**config.mk**
```make
export PLATFORM = sky130hd
export DESIGN_NAME = radio_tx_framer_flat
export DESIGN_NICKNAME = d
export VERILOG_FILES = /design/src/rtl/radio_tx_framer_if.sv /design/src/rtl/radio_tx_framer.sv /design/src/flat_wrapper.sv
export SDC_FILE = /design/constraint.sdc
export NUM_CORES = 1
export LEC_CHECK = 0
export ABC_AREA = 0
export BUFFER_PORTS_ARGS = -buffer_cell sky130_fd_sc_hd__buf_4
export CORE_ASPECT_RATIO = 1.2
export CORE_UTILIZATION = 35
export CTS_BUF_LIST = sky130_fd_sc_hd__clkbuf_2
export CTS_CLUSTER_SIZE = 24
export DETAILED_ROUTE_END_ITERATION = 12
export PLACE_DENSITY = 0.56
export SLEW_MARGIN = 20
export SYNTH_ARGS = -nofsm -noshare
export SYNTH_HDL_FRONTEND = slang
export SYNTH_SLANG_ARGS = --single-unit
```
**constraint.sdc**
```tcl
create_clock -name clk -period 4.8 [get_ports clk]
set_input_delay 0.24 -clock clk [delete_from_list [all_inputs] [get_ports clk]]
set_output_delay 0.24 -clock clk [all_outputs]
set_load 0.03 [all_outputs]
```
**src/rtl/radio_tx_framer_if.sv**
```systemverilog
// Controller-side handshake between the node controller and the radio TX framer.
// The controller pushes payload bytes and watches busy/done/overflow status.
interface radio_tx_framer_if;
    logic       radio_send;
    logic [7:0] radio_data;
    logic       tx_last;
    logic       radio_busy;
    logic       tx_done;
    logic       overflow_err;

    modport master (
        output radio_send, radio_data, tx_last,
        input  radio_busy, tx_done, overflow_err
    );

    modport slave (
        input  radio_send, radio_data, tx_last,
        output radio_busy, tx_done, overflow_err
    );
endinterface

```
**src/rtl/radio_tx_framer.sv**
```systemverilog
// Buffers a payload, then sends SYNC, LEN, payload, CHECKSUM as back-to-back UART 8N1 bytes.
//   state   | meaning
//   COLLECT | idle / accepting payload bytes into the buffer
//   START   | driving the start bit (0) of the current byte
//   DATA    | driving the 8 data bits, LSB first
//   STOP    | driving the stop bit (1), then pick the next byte or finish
module radio_tx_framer #(
    parameter int         CLKS_PER_BIT = 16,
    parameter int         MAX_PAYLOAD  = 16,
    parameter logic [7:0] SYNC_BYTE    = 8'hA5
) (
    input  logic              clk,
    input  logic              rst_n,
    input  logic              enable,
    radio_tx_framer_if.slave  ctl,
    output logic              tx_serial
);
    localparam int             BW        = $clog2(CLKS_PER_BIT);
    localparam int             IW        = (MAX_PAYLOAD > 1) ? $clog2(MAX_PAYLOAD) : 1;
    localparam logic [BW-1:0]  BAUD_LOAD = BW'(CLKS_PER_BIT - 1);
    localparam logic [7:0]     MAX_CNT   = 8'(MAX_PAYLOAD);

    typedef enum logic [1:0] {COLLECT, START, DATA, STOP} state_t;
    typedef enum logic [1:0] {SYNC, LEN, PAY, CSUM} phase_t;

    state_t         state;
    phase_t         phase;
    logic [7:0]     pay_buf [MAX_PAYLOAD];
    logic [7:0]     count;
    logic [7:0]     checksum;
    logic [7:0]     pay_idx;
    logic [7:0]     tx_shift;
    logic [2:0]     bit_idx;
    logic [BW-1:0]  baud_cnt;
    logic           busy;
    logic           done;
    logic           ovf;

    logic           accept;
    logic           close_pkt;
    logic           baud_tc;
    logic [7:0]     count_nxt;

    assign accept    = enable && ctl.radio_send && !busy;
    assign count_nxt = count + 8'd1;
    assign close_pkt = ctl.tx_last || (count_nxt == MAX_CNT);
    assign baud_tc   = (baud_cnt == '0);

    assign ctl.radio_busy   = busy;
    assign ctl.tx_done      = done;
    assign ctl.overflow_err = ovf;

    // Payload storage carries no reset; count alone defines which entries are valid.
    always_ff @(posedge clk) begin
        if (accept) begin
            pay_buf[count[IW-1:0]] <= ctl.radio_data;
        end
    end

    always_ff @(posedge clk or negedge rst_n) begin
        if (!rst_n) begin
            state     <= COLLECT;
            phase     <= SYNC;
            busy      <= 1'b0;
            tx_serial <= 1'b1;
            done      <= 1'b0;
            ovf       <= 1'b0;
            count     <= 8'd0;
            checksum  <= 8'd0;
            pay_idx   <= 8'd0;
            tx_shift  <= 8'd0;
            bit_idx   <= 3'd0;
            baud_cnt  <= '0;
        end else begin
            done <= 1'b0;
            ovf  <= 1'b0;
            if (!enable) begin
                state     <= COLLECT;
                phase     <= SYNC;
                busy      <= 1'b0;
                tx_serial <= 1'b1;
                count     <= 8'd0;
                checksum  <= 8'd0;
                baud_cnt  <= '0;
            end else begin
                ovf <= ctl.radio_send && busy;
                case (state)
                    COLLECT: begin
                        if (accept) begin
                            count    <= count_nxt;
                            checksum <= checksum + ctl.radio_data;
                            if (close_pkt) begin
                                busy      <= 1'b1;
                                state     <= START;
                                phase     <= SYNC;
                                tx_serial <= 1'b0;
                                tx_shift  <= SYNC_BYTE;
                                baud_cnt  <= BAUD_LOAD;
                            end
                        end
                    end
                    START: begin
                        if (baud_tc) begin
                            state     <= DATA;
                            tx_serial <= tx_shift[0];
                            tx_shift  <= {1'b0, tx_shift[7:1]};
                            bit_idx   <= 3'd0;
                            baud_cnt  <= BAUD_LOAD;
                        end else begin
                            baud_cnt <= baud_cnt - 1'b1;
                        end
                    end
                    DATA: begin
                        if (baud_tc) begin
                            baud_cnt <= BAUD_LOAD;
                            if (bit_idx == 3'd7) begin
                                state     <= STOP;
                                tx_serial <= 1'b1;
                            end else begin
                                bit_idx   <= bit_idx + 3'd1;
                                tx_serial <= tx_shift[0];
                                tx_shift  <= {1'b0, tx_shift[7:1]};
                            end
                        end else begin
                            baud_cnt <= baud_cnt - 1'b1;
                        end
                    end
                    STOP: begin
                        if (baud_tc) begin
                            baud_cnt <= BAUD_LOAD;
                            // Every byte but the last starts its start bit right away: no idle gap.
                            if (phase == CSUM) begin
                                state    <= COLLECT;
                                phase    <= SYNC;
                                busy     <= 1'b0;
                                done     <= 1'b1;
                                count    <= 8'd0;
                                checksum <= 8'd0;
                            end else begin
                                state     <= START;
                                tx_serial <= 1'b0;
                            end
                            case (phase)
                                SYNC: begin
                                    phase    <= LEN;
                                    tx_shift <= count;
                                end
                                LEN: begin
                                    phase    <= PAY;
                                    tx_shift <= pay_buf[0];
                                    pay_idx  <= 8'd1;
                                end
                                PAY: begin
                                    if (pay_idx == count) begin
                                        phase    <= CSUM;
                                        tx_shift <= checksum + count;
                                    end else begin
                                        tx_shift <= pay_buf[pay_idx[IW-1:0]];
                                        pay_idx  <= pay_idx + 8'd1;
                                    end
                                end
                                CSUM: begin
                                    tx_shift <= 8'd0;
                                end
                            endcase
                        end else begin
                            baud_cnt <= baud_cnt - 1'b1;
                        end
                    end
                    default: state <= COLLECT;
                endcase
            end
        end
    end
endmodule

```
**src/flat_wrapper.sv**
```systemverilog
// flat-port wrapper written by rule: the top's interface ports become plain ports
module radio_tx_framer_flat 
#(
    parameter int         CLKS_PER_BIT = 16,
    parameter int         MAX_PAYLOAD  = 16,
    parameter logic [7:0] SYNC_BYTE    = 8'hA5
)
  (clk, rst_n, enable, tx_serial, ctl_radio_send, ctl_radio_data, ctl_tx_last, ctl_radio_busy, ctl_tx_done, ctl_overflow_err);
  radio_tx_framer_if ctl_i ();
  input  logic clk;
  input  logic rst_n;
  input  logic enable;
  output logic tx_serial;
  input wire logic [$bits(ctl_i.radio_send)-1:0] ctl_radio_send;
  input wire logic [$bits(ctl_i.radio_data)-1:0] ctl_radio_data;
  input wire logic [$bits(ctl_i.tx_last)-1:0] ctl_tx_last;
  output wire logic [$bits(ctl_i.radio_busy)-1:0] ctl_radio_busy;
  output wire logic [$bits(ctl_i.tx_done)-1:0] ctl_tx_done;
  output wire logic [$bits(ctl_i.overflow_err)-1:0] ctl_overflow_err;
  assign ctl_i.radio_send = ctl_radio_send;
  assign ctl_i.radio_data = ctl_radio_data;
  assign ctl_i.tx_last = ctl_tx_last;
  assign ctl_radio_busy = ctl_i.radio_busy;
  assign ctl_tx_done = ctl_i.tx_done;
  assign ctl_overflow_err = ctl_i.overflow_err;
  radio_tx_framer #(.CLKS_PER_BIT(CLKS_PER_BIT), .MAX_PAYLOAD(MAX_PAYLOAD), .SYNC_BYTE(SYNC_BYTE)) u_core (.clk(clk), .rst_n(rst_n), .enable(enable), .ctl(ctl_i), .tx_serial(tx_serial));
endmodule
```
==> summary.txt <==
Outcome
  • Status: complete, no violations

Critical path
  • Crit start category: register
  • Setup slack, reg-to-reg: 1860 ps
  • Reg-to-Reg End: u_core.tx_shift[1]
  • Reg2Reg Depth: 4
  • Crit-path max FO: 31
  • CP Class: reg2reg
  • Reg2Reg Launch Point: u_core.pay_idx[0]
  • CP arrival: 3620 ps
  • CP required: 5480 ps
  • Worst setup EP type: register

Placed design
  • IO buf count: 16
  • GP Congestion: 0.866
  • Post-DP HPWL: 13000 um

Synthesis
  • Share of the synthesized area in the top cell type: 45.9%
  • Cell taking the most area after synthesis: edfxtp_1
  • Sequential area share after synthesis: 60.0%
  • Avg Cell Area, Syn: 13.6 um^2
  • Post-synth EDFFs: 128
  • Cells after Synth: 614
  • Ranking of synthesized cells by area: edfxtp_1, dfrtp_1, mux4_2
  • Total number of yosys warnings: 0
  • Mapped Area: 8370 um^2
  • Ys async rst share: 26.9%
  • Yosys reg bits: 175
  • Distinct cells, synth: 64
  • Main synth FF type: edfxtp_1
  • Syn_nets: 662

STA
  • Final hold vios: 0
  • Rel. slew slack: 32.3%
  • Fin crit share: 61.2%
  • Worst setup skew after layout: 42.6 ps
  • Hold slack: 206 ps
  • RSZ-0062 raised after global routing: no
  • Worst Max-Slew Pin Slew: 1010 ps
  • FMAX: 0.341 GHz
  • Final min period: 2940 ps
  • Final setup viols: 0
  • Pins Over Slew Limit: 0
  • Setup Total Neg Slack: 0 ps

Layout
  • Synth-to-layout area growth: 9.87%
  • Layout cells sized above 1: 14.3%
  • Final net count: 685
  • Commonest non-fill, non-tap cell in the layout: edfxtp_1
  • Most frequent cells in the layout: edfxtp_1, dfrtp_1, o21ai_0

Drt
  • Drt drc: 0
  • Post-route ant nets: 0
  • Post-DR wirelength/cell: 20.5 um
  • Via count: 5190
  • WL final: 19800 um
  • Detailed Routing Iterations Pass 1: 5
  • Via density per instance: 5.37
  • First DRT Iteration DRCs: 273

Power
  • Sequential power share: 56.3%
  • Leak: 3.25 nW
  • Comb power frac: 17.2%
  • Switching power share of the total: 32.1%
  • Power Density: 340 nW/um^2
  • Switch Pwr: 1.00 mW
  • Power Internal: 2.12 mW
  • VDD IR-drop max: 0.000180 V
  • Clock Power Share: 26.5%

Clocking
  • Max clock buf depth: 2
  • Root Buffer: clkbuf_2
  • Clk slew on worst S/H paths: 300 ps
  • Inserted Clock Buffers: 17
  • Clk Latency, worst-skew pair: 770 ps
  • H-tree depth: 4
  • CTS sink count: 175
  • TritonCTS clock tree: yes
  • Post-CTS Setup Repair Bufs: 0

Min path
  • WHS Path Cells: 5
  • Hold Path Class: in2reg
  • Hold_sp: ctl_tx_last
  • Worst Hold End: u_core.baud_cnt[1]

Global route
  • Largest net degree at the start of global routing: 32
  • Vias in the first global route: 5303
  • Gr usage total: 17.2%
  • Antenna violations before repair: 1
  • Grt ovf: 0
  • Global-route wire length before repair: 30700 um

Floorplan
  • IO Pins: 17
  • Die height: 171 um
  • Die width: 143 um
  • Core area: 23300 um^2
  • Die ar.: 24500 um^2
  • Initial Utilization: 35.9%
  • Rows: 61

Job
  • Max-cap violations: 0
-- synthesized netlist by cell type, types with 6 or more instances --
cell,count
xnor2_1,17
clkbuf_1,19
edfxtp_1,128
xor2_1,10
a31oi_1,6
o21ai_0,44
a21oi_1,20
nand3_1,11
a211oi_1,6
nor2_1,38
inv_1,19
nand2_1,43
mux2i_1,7
nand4_1,8
and2_1,18
ha_1,33
dfrtp_1,46
nand2b_1,6
buf_2,8
mux4_2,29
nor3_1,10
-- sequential cells by signal, indices dropped and copies added (netlist names) --
signal / cells
u_core.pay_idx: 8
u_core.tx_serial: 1
u_core.ctl.radio_busy: 1
u_core.ctl.overflow_err: 1
u_core.baud_cnt: 4
u_core.checksum: 8
u_core.phase: 2
u_core.pay_buf: 128
u_core.count: 8
u_core.state: 2
u_core.bit_idx: 3
u_core.ctl.tx_done: 1
u_core.tx_shift: 8
-- power groups by stage --
stage          Clock, mW  Combinational (mW)  Sequential, mW
2_1_floorplan          0               0.362            1.79
4_1_cts            0.849               0.538            1.76
5_1_grt            0.903               0.604            1.77
3_5_place_dp           0               0.527            1.79
3_3_place_gp           0               0.506            1.79
6_report           0.829               0.539            1.76
-- cells by family after synthesis --
kind of cell               count (synthesis)  synth area share [%]
DFF                                      175                  60.0
and+or+nand+nor                          156                  9.26
AOI/OAI and AO/OA                        130                  10.1
buffers and inverters                     50                  2.50
muxes                                     41                  9.86
adders and majority gates                 35                  5.41
xor gates and xnor gates                  27                  2.83
-- what timing repair did --
action	4_1_cts	5_1_grt
endpoints found under the hold margin	192	0
gates resized for setup	0	0
endpoints found under the setup margin	0	0
hold buffers	14	0
-- per-layer routing --
| layer | part of all wire [%] | vias up | GRT usage [%] |
|---|---|---|---|
| met4 | 3.3 | 0 | 7.90 |
| met2 | 50 | 133 | 30.0 |
| li1 | - | 2394 | - |
| met5 | 0 | - | 0 |
| met3 | 3.7 | 35 | 2.90 |
| met1 | 43 | 2628 | 20.8 |
-- per-stage QoR --
step | power, mW | worst slack, ps | area, um^2 | utilization, % | std cells
2_1_floorplan | 2.15 | 2560 | 8370 | - | 614
3_3_place_gp | 2.29 | 1930 | 8780 | 37.7 | 919
5_1_grt | 3.28 | 1620 | 9190 | 39.5 | 966
3_5_place_dp | 2.32 | 1840 | 8780 | 37.7 | 919
4_1_cts | 3.15 | 1810 | 9190 | 39.5 | 965
6_report | 3.13 | 1860 | 9190 | 39.5 | 966
-- worst max path at each step --
| stage | slack [ps] | from | endpoint |
|---|---|---|---|
| after floorplan | 2560 | u_core.pay_idx[0] | u_core.tx_shift[1] |
| after CTS | 1810 | u_core.pay_idx[0] | u_core.tx_shift[1] |
| final | 1860 | u_core.pay_idx[0] | u_core.tx_shift[1] |
| after global routing | 1620 | u_core.pay_idx[0] | u_core.pay_idx[7] |
| after global placement | 1930 | u_core.pay_idx[0] | u_core.pay_idx[7] |
| after detailed placement | 1840 | u_core.pay_idx[0] | u_core.pay_idx[7] |
-- final cells by class --
cell class,count,area (um^2)
fillers,2190,14100
flip-flops and latches,175,5020
multi-input cells,389,3140
well taps,315,394
repair buffers,34,285
clock inverters,14,181
clock buffers,18,90.1
inverters,20,75.1
diodes,1,2.50
-- critical path, stage by stage (launching register included) --
cell and delay (ps):
dfrtp_2 1100, mux4_1 670, mux4_2 480, a221o_1 330
a32o_1 250
(Power assumes the default switching activity.)
